--- src/rtl/fib_stream_buf.sv ---
// ============================================================================
// Module  : fib_stream_buf
// Brief   : Samples a free-running Fibonacci generator, flags modular
//           wrap-around and buffers {wrap, sample} in a FIFO feeding a
//           valid/ready stream. Optional macro FIB_DROP_CNT_EN adds a
//           saturating dropped-sample counter port.
// Revision: 1.0 - initial release
// ============================================================================
`default_nettype none

module fib_stream_buf #(
    parameter int WIDTH = 9,
    parameter int DEPTH = 4
) (
    input  logic             clk,
    input  logic             rst,
    input  logic             en,
    input  logic [WIDTH-1:0] fib_in,
    input  logic             out_ready,
    output logic             out_valid,
    output logic [WIDTH-1:0] out_data,
    output logic             out_wrap,
    output logic             full,
    output logic             empty,
    output logic             busy
`ifdef FIB_DROP_CNT_EN
    ,
    output logic [7:0]       drop_cnt
`endif
);

    localparam int c_PTR_W = $clog2(DEPTH);
    localparam int c_CNT_W = c_PTR_W + 1;

    typedef enum logic [1:0] {
        IDLE  = 2'd0,
        RUN   = 2'd1,
        DRAIN = 2'd2
    } state_t;

    state_t              state_q, state_d;
    logic [WIDTH-1:0]    prev_q, prev_d;
    logic                prev_valid_q, prev_valid_d;
    logic [c_PTR_W-1:0]  wr_ptr_q, rd_ptr_q;
    logic [c_CNT_W-1:0]  count_q;
    logic [WIDTH:0]      mem_q [DEPTH];

    logic w_full;
    logic w_empty;
    logic w_pop;
    logic w_sample;
    logic w_wrap;
    logic w_push;

    always_comb begin
        w_full   = (count_q == c_CNT_W'(DEPTH));
        w_empty  = (count_q == '0);
        w_pop    = !w_empty && out_ready;
        w_sample = (state_q == RUN) && en;
        w_wrap   = prev_valid_q && (fib_in < prev_q);
        // A full FIFO still accepts the sample when the head leaves this edge.
        w_push   = w_sample && (!w_full || w_pop);
    end

    always_comb begin
        state_d      = state_q;
        prev_d       = prev_q;
        prev_valid_d = prev_valid_q;

        case (state_q)
            IDLE: begin
                if (en) begin
                    state_d = RUN;
                end
            end
            RUN: begin
                if (!en) begin
                    state_d = IDLE;
                end else if (w_wrap) begin
                    state_d = DRAIN;
                end
            end
            DRAIN: begin
                if (w_empty) begin
                    state_d = IDLE;
                end
            end
            default: state_d = IDLE;
        endcase

        if (w_sample) begin
            prev_d       = fib_in;
            prev_valid_d = 1'b1;
        end
        if (state_d == IDLE) begin
            prev_valid_d = 1'b0;
        end
    end

    always_ff @(posedge clk or posedge rst) begin
        if (rst) begin
            state_q      <= IDLE;
            prev_q       <= '0;
            prev_valid_q <= 1'b0;
        end else begin
            state_q      <= state_d;
            prev_q       <= prev_d;
            prev_valid_q <= prev_valid_d;
        end
    end

    always_ff @(posedge clk or posedge rst) begin
        if (rst) begin
            wr_ptr_q <= '0;
            rd_ptr_q <= '0;
            count_q  <= '0;
            for (int i = 0; i < DEPTH; i++) begin
                mem_q[i] <= '0;
            end
        end else begin
            if (w_push) begin
                mem_q[wr_ptr_q] <= {w_wrap, fib_in};
                wr_ptr_q        <= wr_ptr_q + c_PTR_W'(1);
            end
            if (w_pop) begin
                rd_ptr_q <= rd_ptr_q + c_PTR_W'(1);
            end
            case ({w_push, w_pop})
                2'b10:   count_q <= count_q + c_CNT_W'(1);
                2'b01:   count_q <= count_q - c_CNT_W'(1);
                default: count_q <= count_q;
            endcase
        end
    end

`ifdef FIB_DROP_CNT_EN
    logic [7:0] drop_q;

    always_ff @(posedge clk or posedge rst) begin
        if (rst) begin
            drop_q <= '0;
        end else if (w_sample && !w_push && (drop_q != 8'hFF)) begin
            drop_q <= drop_q + 8'd1;
        end
    end

    assign drop_cnt = drop_q;
`endif

    assign out_valid = !w_empty;
    assign out_data  = mem_q[rd_ptr_q][WIDTH-1:0];
    assign out_wrap  = mem_q[rd_ptr_q][WIDTH];
    assign full      = w_full;
    assign empty     = w_empty;
    assign busy      = (state_q != IDLE);

endmodule

`default_nettype wire

--- config.mk ---
export PLATFORM = sky130hd
export DESIGN_NAME = fib_stream_buf
export DESIGN_NICKNAME = d
export VERILOG_FILES = /design/src/rtl/fib_stream_buf.sv
export SDC_FILE = /design/constraint.sdc
export NUM_CORES = 1
export LEC_CHECK = 0
export CORE_ASPECT_RATIO = 0.7
export CORE_UTILIZATION = 30
export DETAILED_ROUTE_END_ITERATION = 8
export PLACE_DENSITY_LB_ADDON = 0.1
export SYNTH_ARGS = -nofsm -noshare
export SYNTH_HDL_FRONTEND = slang
export SYNTH_SLANG_ARGS = --single-unit
--- constraint.sdc ---
create_clock -name clk -period 3.6 [get_ports clk]
set_clock_uncertainty 0.15 [all_clocks]
set_input_delay 0.36 -clock clk [delete_from_list [all_inputs] [get_ports clk]]
set_output_delay 0.36 -clock clk [all_outputs]
set_load 0.02 [all_outputs]
Word-level counts from Yosys, hierarchy flattened:

Cells that the tools add are included.

* register bits after elaboration: 59
* logic and storage cells: 53

* $lt $le $gt $ge: 4
* eq/ne operators: 5
* bitwise operators: 2
* add/subtract/negate cells: 4
* muxes and demuxes: 14
* reductions and logical operators: 14

Operators with widths (count)
* 40-bit bitwise mux: 1
* 10-bit two-way mux: 3
* 10-bit binary-select mux with 2-bit select: 1
* 10-bit demux with 2-bit select: 1
* 9-bit less-than comparator: 1
* 2-bit two-way mux: 4
* 3-bit greater-or-equal comparator (second input constant): 2
* 2-bit NOT with 3-bit output: 2
* 2-bit case mux with 3 select lines: 1
* 3-bit case mux with 2 select lines: 1
* 2-bit nonzero test: 3
* 1-bit logical AND: 5
* 2-bit by 1-bit adder with 2-bit output (second input constant): 2
* 2-bit by 1-bit == test with 1-bit output (second input constant): 2
* 2-bit == test (second input constant): 2
* 2-bit logical NOT: 2
* 3-bit by 1-bit adder with 3-bit output (second input constant): 1
* 3-bit == test (second input constant): 1
* 3-bit logical NOT: 1
* 3-bit by 1-bit less-than comparator with 1-bit output (second input constant): 1
* 3-bit by 1-bit subtractor with 3-bit output (second input constant): 1
* 1-bit logical NOT: 2
* 1-bit two-way mux: 2
* 1-bit logical OR: 1

Longest topological paths before layout:

Gate-level depths: netlist of the first run.

* word-level depth: 7
* mapped depth: 9
* depth with buffers taken out: 9

Worst setup path before layout of the first run:

Ideal clock, no wire load.

* path kind: register to register
* start point: register count_q[0]
* end point: register count_q[2]
* stages on the path, launching flop included: 10
* slack: 1.391 ns
* arrival time: 1.933 ns
* buffers on the path: 0
* data required time: 3.325 ns
* cell sequence: dfrtp_1 or3_1 inv_2 nor2_1 ha_1 inv_1 fa_1 xor2_1 nor2_1 xor2_1

* longest elaborated chain between the ends: 7

RTL lines
* from (decl): line 45 `logic [c_CNT_W-1:0] count_q;`
* from (signal assigned): line 129 `2'b10: count_q <= count_q + c_CNT_W'(1);`
* from (signal assigned): line 130 `2'b01: count_q <= count_q - c_CNT_W'(1);`
* from (signal assigned): line 131 `default: count_q <= count_q;`
* 3-bit logical NOT *: line 57 `w_empty = (count_q == '0);`
* 1-bit logical NOT *
* via out_valid: line 20 `output logic out_valid,`
* 1-bit logical AND *: line 58 `w_pop = !w_empty && out_ready;`
* via w_pop: line 50 `logic w_pop;`
* 1-bit logical OR: line 62 `w_push = w_sample && (!w_full || w_pop);`
* 1-bit logical AND: line 62
* 2-bit by 1-bit == test with 1-bit output or 2-bit == test (tied branches): line 128 `case ({w_push, w_pop})`
* 3-bit case mux with 2 select lines or 2-bit nonzero test (tied branches)

The timed path passes the listed nets; every way through them passes the cells marked *.
A chain may end at the register's enable or synchronous reset.

Worst setup path after layout of the first run:

* start point: register rd_ptr_q[0]
* end point: output port out_data[7]

* longest elaborated chain between the ends: 4

RTL lines
* from (decl): line 44 `logic [c_PTR_W-1:0] wr_ptr_q, rd_ptr_q;`
* from (signal assigned): line 126 `rd_ptr_q <= rd_ptr_q + c_PTR_W'(1);`
* 2-bit NOT with 3-bit output (implied by the code): line 151 `assign out_data = mem_q[rd_ptr_q][WIDTH-1:0];`
* 10-bit binary-select mux with 2-bit select: line 151
* 10-bit two-way mux (2 in a row)
* to (decl): line 21 `output logic [WIDTH-1:0] out_data,`

No other way between the ends. The select of a mux whose other input is x is not followed.

==> impl_metrics.csv, run 1 <==
group,metric,value,unit
cts,clock_latency,0.33,ns
placed_design,place_ws,1.09,ns
run_status,status,"completed",
cts,post_cts_buffers,0,
global_routing,grt_usage,12.9,%
drt,first_iter_violations,43,
die,dieHeight,85.6,um
synth,ys_seq_area_share,49.2,%
worst_setup_path,rrSetupSlack,1.40,ns
drt,wl,5.76,mm
sta,fin_crit_sh,76.9,%
sta,tns,0,ns
cts,cts_buffers,9,
synth,synthFlopType,"dfrtp_1",
sta,setup_ws,0.833,ns
cts,cts_sinks,59,
global_routing,grt_pass1_vias,1727,
worst_setup_path,worstPathRequired,3.09,ns
finish,layout_common_cells,"dfrtp_1, mux2_4, clkdlybuf4s50_1",
cts,cts_tree,"done",
sta,rsz0062_at_grt,"no",
synth,synthArstFlopShare,100,%
drt,route.detailed.drc,0,
sta,hold_violations,0,
drt,dr.pass1.iters,4,
die,ios,27,
worst_setup_path,setup.worst_path.end,"out_data[7]",
synth,post-synth-top-area-fraction,49.2,%
finish,final_common_cell,"dfrtp_1",
power_and_ir_drop,p_leak,1.65,nW
power_and_ir_drop,power_density,980,mW/mm^2
synth,synth_edf_count,0,
drt,ant_nets,0,
synth,synth_area_per_cell,15.1,sq um
global_routing,grt_max_degree,60,
worst_setup_path,path_max_fanout,8,
cts,cts_htree_levels,3,
run,max_cap_violations,0,
placed_design,io_buffer_count,26,
worst_setup_path,critPathLaunchType,"register",
worst_setup_path,worstSetupEndpointType,"output pin",
drt,vias,1587,
sta,fmax,361,MHz
sta,whs,0.341,ns
die,row_count,30,
drt,post_drt_wl_per_cell,15.8,um
synth,synth_area_leader_cell,"dfrtp_1",
cts,cts.clk_slew.worst_paths,0.05,ns
global_routing,grt_pass1_wl,9.54,mm
drt,vias_per_cell,4.36,
placed_design,hpwl,3.65,mm
sta,min_period,2.77,ns
die,die_w,121,um
sta,drv_slew,0,
sta,relSlewSlack,48.8,%
synth,synth_nets,225,
sta,finalSetupViolCount,0,
synth,yosys_warnings,0,
finish,diodes,0,
worst_setup_path,cp.arrival,2.26,ns
worst_setup_path,reg2reg_depth,9,
finish,utilization,38.1,%
finish,drive_above_1_share,36.9,%
die,core,0.00968,sq mm
worst_setup_path,r2r_end,"count_q[2]",
global_routing,antenna_found_initial,0,
die,start_util,31.0,%
placed_design,routabilityCongestion,0.624,
worst_setup_path,startpoint,"rd_ptr_q[0]",
power_and_ir_drop,ir_worst_vdd,0.355,mV
worst_hold_path,hp-class,"register to register",
finish,area_growth,23.1,%
synth,synthDistinctLibCells,31,
global_routing,grt_overflow,0,
sta,tightest_slew,0.769,ns
worst_setup_path,critPathKind,"register to output pin",
synth,synth_cells,198,
worst_setup_path,reg2reg_from,"count_q[0]",
synth,ys_top_cells_by_area,"dfrtp_1, mux2_4, mux4_2",
synth,synth_area,0.00300,sq mm
cts,clockBufferDepth,2,
die,die-area,0.0104,sq mm
finish,nets,258,
cts,ctsResizeCount,0,
cts,cts.hold.buffers_added,0,
synth,ys_ff_latch,59,
cts,cts_root_buf,"clkbuf_16",
-- final cells by class --
class / count / area (sq um)
Inverter: 17 / 63.8
Tap cell: 128 / 160
Clock inverter: 6 / 80.1
Multi-Input combinational cell: 115 / 1400
Timing Repair Buffer: 29 / 283
Fill cell: 931 / 5990
Sequential cell: 59 / 1480
Clock buffer: 10 / 229
-- layer usage --
layer	vias to the layer above	part of all wire, %	track usage [%]
met5	-	0	0
met4	0	1.1	5.05
met3	7	5.0	5.32
met2	32	41	17.7
met1	788	52	17.9
li1	760	-	-
-- flip-flops by register name, summed over array words and instances, names as in the netlist --
signal,count
prev_q,9
wr_ptr_q,2
prev_valid_q,1
count_q,3
state_q,2
mem_q,40
rd_ptr_q,2
-- where the power goes --
part	total, mW	internal (mW)	switching, mW	leakage, nW
Combinational	1.51	0.918	0.591	0.781
Sequential	1.22	0.990	0.228	0.716
Clock	0.892	0.600	0.292	0.156
-- critical path, stage by stage (launching register included) --
cell and delay, ns:
dfrtp_1 0.54, buf_4 0.29, mux4_2 0.54, clkdlybuf4s50_1 0.56
-- how the worst min path moves through the flow --
stage	end	depth (start not counted)	slack, ns	startpoint
2_1_floorplan	prev_valid_q	2	0.30	prev_valid_q
3_3_place_gp	count_q[2]	1	0.32	count_q[2]
3_5_place_dp	count_q[2]	1	0.33	count_q[2]
4_1_cts	count_q[2]	1	0.34	count_q[2]
5_1_grt	count_q[2]	1	0.36	count_q[2]
6_report	count_q[2]	1	0.34	count_q[2]
-- cell families (layout without fill, tap and decap cells) --
logic type               Yosys count  count (layout)  synth area share, %
multiplexers                      59              59                 30.9
flip-flops                        59              59                 49.2
buffers and inverters             24              62                 4.09
AND/OR/NAND/NOR                   23              23                 4.80
adder cells (fa/ha/maj)           14              14                 6.09
AO/OA/AOI/OAI                     13              13                 3.09
XOR/XNOR                           6               6                 1.75
-- through the flow --
stage	cell area, sq um	power, mW	instances
finish	3690	3.62	364
global route	3690	3.87	364
CTS	3690	3.69	364
detailed placement	3380	2.76	348
global placement	3380	2.76	348
floorplan	3000	2.29	198
-- Yosys cell counts, types with 2 or more instances --
master and count:
dfrtp_1 59, mux2_4 40, inv_1 16, ha_1 13, mux4_2 10, mux2_2 9, nand2_1 6, o21ai_0 5
and2_4 4, buf_6 4, nor2_1 4, nor2b_1 3, xnor2_1 3, xor2_1 3, a21oi_1 2, buf_2 2
(Power assumes the default switching activity.)
==> run 2: changes to the inputs <==
==> constraint.sdc (replaced) <==
create_clock -name clk -period 2.4 [get_ports clk]
set_clock_uncertainty 0.15 [all_clocks]
set_input_delay 0.24 -clock clk [delete_from_list [all_inputs] [get_ports clk]]
set_output_delay 0.24 -clock clk [all_outputs]
set_load 0.02 [all_outputs]
==> impl_metrics.csv, run 2 (synthesis results as in run 1) <==
group,metric,value,unit
die,die-area,0.0104,sq mm
sta,whs,0.151,ns
drt,route.detailed.drc,0,
finish,reg_top3,"mem_q (40), prev_q (9), count_q (3)",
placed_design,routabilityCongestion,0.620,
sta,drv_slew,0,
finish,diodes,0,
placed_design,hpwl,3.92,mm
power_and_ir_drop,power_density,1420,mW/mm^2
placed_design,place_ws,0.109,ns
sta,rsz0062_at_grt,"no",
global_routing,antenna_found_initial,0,
worst_setup_path,path_max_fanout,4,
finish,largest_register_ffs,40,
sta,fmax,440,MHz
finish,final_common_cell,"dfrtp_1",
worst_hold_path,hp-class,"input port to asynchronous set/reset pin",
finish,multi_input_area,0.00140,sq mm
drt,vias,1629,
cts,post_cts_buffers,0,
worst_setup_path,slowest_stage,"clkdlybuf4s50_1",
finish,utilization,39.5,%
cts,cts_root_buf,"clkbuf_16",
drt,post_drt_wl_per_cell,15.8,um
sta,setup_ws,0.127,ns
power_and_ir_drop,p_leak,1.77,nW
worst_setup_path,critPathKind,"register to output pin",
cts,clock_latency,0.33,ns
finish,ff_latch_area,0.00148,sq mm
global_routing,grt_pass1_vias,1802,
placed_design,dp_cells,360,
die,core,0.00968,sq mm
die,row_count,30,
cts,clockBufferDepth,2,
cts,cts_sinks,59,
worst_setup_path,worstPathRequired,2.01,ns
worst_setup_path,r2r_end,"count_q[2]",
finish,nFillCells,923,
finish,regMostFlops,"mem_q",
finish,final_cell_count_no_fill,376,
die,ios,27,
global_routing,grt_overflow,0,
run,max_cap_violations,0,
sta,hold_violations,0,
sta,finalSetupViolCount,0,
worst_setup_path,startpoint,"count_q[0]",
finish,drive_above_1_share,40.3,%
worst_setup_path,worstSetupEndpointType,"output pin",
drt,dr.pass1.iters,4,
finish,area_growth,27.5,%
placed_design,io_buffer_count,26,
finish,layout_common_cells,"dfrtp_1, mux2_4, clkdlybuf4s50_1",
sta,tightest_slew,0.426,ns
global_routing,grt_max_degree,60,
global_routing,grt_pass1_wl,10.0,mm
die,die_w,121,um
worst_setup_path,rrSetupSlack,0.25,ns
worst_setup_path,cp.arrival,1.88,ns
sta,fin_crit_sh,94.7,%
power_and_ir_drop,ir_worst_vdd,0.457,mV
worst_setup_path,worstPathCellList,"or3_1 -> inv_2 -> clkdlybuf4s50_1",
drt,first_iter_violations,93,
die,start_util,31.0,%
worst_setup_path,reg2reg_depth,9,
cts,cts_htree_levels,3,
die,dieHeight,85.6,um
run_status,status,"completed",
finish,nets,270,
sta,tns,0,ns
cts,cts_tree,"done",
drt,wl,5.93,mm
worst_setup_path,critPathLaunchType,"register",
global_routing,grt_usage,13.5,%
worst_setup_path,setup.worst_path.end,"empty",
cts,cts.hold.buffers_added,0,
worst_setup_path,slowest_delay,0.60,ns
sta,min_period,2.27,ns
cts,cts_buffers,9,
sta,relSlewSlack,71.5,%
worst_setup_path,reg2reg_from,"count_q[0]",
cts,cts.clk_slew.worst_paths,0.05,ns
drt,ant_nets,0,
drt,vias_per_cell,4.33,
[run 2: routing by layer]
layer	global-route usage, %	vias to the layer above	wire length (um)
met5	0	-	0
li1	-	784	-
met4	4.38	0	80
met2	18.9	23	2500
met3	5.45	8	242
met1	18.9	814	3110
[run 2: power by group]
part	internal (mW)	total [mW]	switching (mW)
logic	1.40	2.35	0.956
registers	1.49	1.78	0.294
clock network	0.883	1.31	0.430
total	3.77	5.44	1.68
[run 2: what timing repair did]
action / CTS / global route
gates cloned: 0 / 0
pin swaps: 0 / 0
resized for setup: 4 / 4
setup endpoints to repair: 7 / 4
[run 2: worst max-delay path, delay by kind of cell, from the launching register on]
family | cells | cell delay, ns
buffers and inverters | 2 | 0.69
flip-flops | 1 | 0.43
AND/OR/NAND/NOR | 1 | 0.44
[run 2: layout make-up]
type | count | area share [%]
clock buffers | 12 | 6.97
clock inverters | 4 | 1.24
inverters | 17 | 1.67
multi-input cells | 115 | 36.6
flip-flops and latches | 59 | 38.6
well taps | 128 | 4.19
repair buffers | 41 | 10.7
[run 2: worst min path at each step]
stage               start         end  slack [ns]  cells past startpoint
6_report              rst   mem_q[20]        0.15                      3
5_1_grt               rst   mem_q[32]        0.21                      3
4_1_cts               rst    mem_q[1]        0.17                      3
3_5_place_dp   count_q[2]  count_q[2]        0.32                      1
3_3_place_gp   count_q[2]  count_q[2]        0.33                      1
2_1_floorplan   fib_in[0]    mem_q[0]        0.24                      1
[run 2: metrics by stage]
step	power [mW]	instance area, sq um
final	5.44	3820
after global placement	4.22	3500
after global routing	5.84	3820
after detailed placement	4.22	3500
after floorplan	3.43	3000
after CTS	5.56	3810
==> run 3: changes to the inputs <==
--- a/config.mk
+++ b/config.mk
@@ -8,6 +8,7 @@
 export CORE_ASPECT_RATIO = 0.7
 export CORE_UTILIZATION = 30
 export DETAILED_ROUTE_END_ITERATION = 8
+export DONT_BUFFER_PORTS = 1
 export PLACE_DENSITY_LB_ADDON = 0.1
 export SYNTH_ARGS = -nofsm -noshare
 export SYNTH_HDL_FRONTEND = slang
==> impl_metrics.csv, run 3 (synthesis results as in run 1) <==
group,metric,value,unit
run_status,status,"completed",
global_routing,antenna_found_initial,0,
finish,regMostFlops,"mem_q",
power_and_ir_drop,power_density,1430,mW/mm^2
sta,drv_slew,0,
drt,post_drt_wl_per_cell,19.0,um
power_and_ir_drop,power_switching,1.67,mW
cts,cts_buffers,9,
drt,first_iter_violations,46,
finish,nets,246,
worst_hold_path,hold_path.startpoint,"en",
cts,clock_latency,0.32,ns
sta,fin_crit_sh,93.9,%
sta,tightest_slew,0.699,ns
die,row_count,30,
worst_hold_path,hp-class,"input port to register",
global_routing,grt_overflow,0,
power_and_ir_drop,p_int,3.41,mW
cts,cts_sinks,59,
finish,diodes,0,
power_and_ir_drop,p_leak,1.61,nW
die,ios,27,
worst_setup_path,path_max_fanout,4,
sta,relSlewSlack,53.4,%
drt,route.detailed.drc,0,
drt,dr.pass1.iters,4,
die,core,0.00968,sq mm
placed_design,place_ws,0.136,ns
finish,drive_above_1_share,40.6,%
finish,reg_top3,"mem_q (40), prev_q (9), count_q (3)",
global_routing,grt_pass1_wl,10.9,mm
worst_setup_path,critPathKind,"register to register",
finish,nFillCells,910,
sta,hold_violations,0,
finish,largest_register_ffs,40,
global_routing,grt_usage,14.7,%
cts,cts.clk_slew.worst_paths,0.05,ns
worst_setup_path,r2r_end,"count_q[2]",
finish,area_growth,18.7,%
cts,cts_htree_levels,3,
drt,vias,1669,
worst_setup_path,cp.arrival,2.30,ns
worst_hold_path,whs_path_depth,2,
drt,vias_per_cell,4.74,
sta,tns,0,ns
placed_design,io_buffer_count,0,
global_routing,grt_pass1_vias,1878,
worst_setup_path,reg2reg_depth,9,
drt,ant_nets,0,
worst_setup_path,startpoint,"count_q[0]",
worst_setup_path,worstSetupEndpointType,"register",
die,start_util,31.0,%
power_and_ir_drop,power_frac_clock,23.9,%
die,dieHeight,85.6,um
power_and_ir_drop,ir_worst_vdd,0.493,mV
finish,ff_latch_area,0.00148,sq mm
worst_setup_path,rrSetupSlack,0.15,ns
global_routing,grt_max_degree,31,
finish,final_common_cell,"dfrtp_1",
sta,setup_ws,0.147,ns
sta,rsz0062_at_grt,"no",
power_and_ir_drop,switching_share,32.8,%
finish,layout_common_cells,"dfrtp_1, mux2_4, inv_1",
worst_setup_path,critPathLaunchType,"register",
die,die_w,121,um
sta,fmax,444,MHz
worst_hold_path,min_to,"state_q[0]",
sta,min_period,2.25,ns
cts,cts_root_buf,"clkbuf_16",
worst_setup_path,worstPathRequired,2.45,ns
cts,cts_tree,"done",
finish,multi_input_area,0.00140,sq mm
power_and_ir_drop,comb_power_share,39.5,%
drt,wl,6.67,mm
worst_setup_path,reg2reg_from,"count_q[0]",
die,die-area,0.0104,sq mm
power_and_ir_drop,power_frac_seq,36.5,%
placed_design,routabilityCongestion,0.741,
cts,post_cts_buffers,0,
run,max_cap_violations,0,
sta,finalSetupViolCount,0,
cts,clockBufferDepth,2,
placed_design,hpwl,4.30,mm
[run 3: per-layer routing]
metal / part of all wire (%) / track usage (%) / up-vias / routed length, um
met4: 1.0 / 4.38 / 0 / 70
met3: 4.4 / 5.12 / 7 / 296
li1: - / - / 738 / -
met5: 0 / 0 / - / 0
met2: 46 / 23.1 / 30 / 3090
met1: 48 / 19.0 / 894 / 3220
[run 3: worst max-delay path by stage]
stage,to,slack (ns),cells past startpoint
after floorplan,count_q[2],0.19,9
after global placement,count_q[2],0.28,9
after detailed placement,count_q[2],0.14,9
after CTS,count_q[2],0.12,9
after global routing,count_q[2],0.04,9
final,count_q[2],0.15,9
[run 3: final cells by class]
cell class	count	share of cell area (%)
Timing Repair Buffer	17	4.64
Inverter	17	1.79
Tap cell	128	4.50
Multi-Input combinational cell	115	39.3
Clock buffer	15	8.09
Clock inverter	1	0.141
Sequential cell	59	41.5
[run 3: what timing repair did]
action,CTS,global route
resized for setup,0,1
endpoints found under the setup margin,0,1
hold endpoints to repair,74,0
hold buffers,10,0
[run 3: power by group through the flow]
stage	sequential (mW)	combinational [mW]	clock, mW
detailed placement	1.86	2.01	0
finish	1.85	2.01	1.21
global route	1.92	2.19	1.31
global placement	1.81	1.94	0
CTS	1.86	2.04	1.26
floorplan	1.69	1.74	0
[run 3: stage by stage]
step | std cells | util (%) | cell area, sq um | power (mW) | hold WS (ns)
after floorplan | 198 | - | 3000 | 3.43 | 0.238
after global placement | 326 | 32.7 | 3160 | 3.75 | 0.0920
after detailed placement | 326 | 32.7 | 3160 | 3.87 | 0.112
after CTS | 352 | 36.7 | 3560 | 5.16 | 0.0605
after global routing | 352 | 36.7 | 3560 | 5.42 | 0.0788
final | 352 | 36.7 | 3560 | 5.07 | 0.0761
[run 3: worst max-delay path, cell delays in order (launching register included)]
cell	delay, ns
dfrtp_2	0.44
or3_1	0.41
inv_2	0.15
nor2_1	0.10
ha_1	0.23
inv_1	0.09
fa_1	0.19
xor2_1	0.16
nor2_1	0.07
xor2_1	0.14
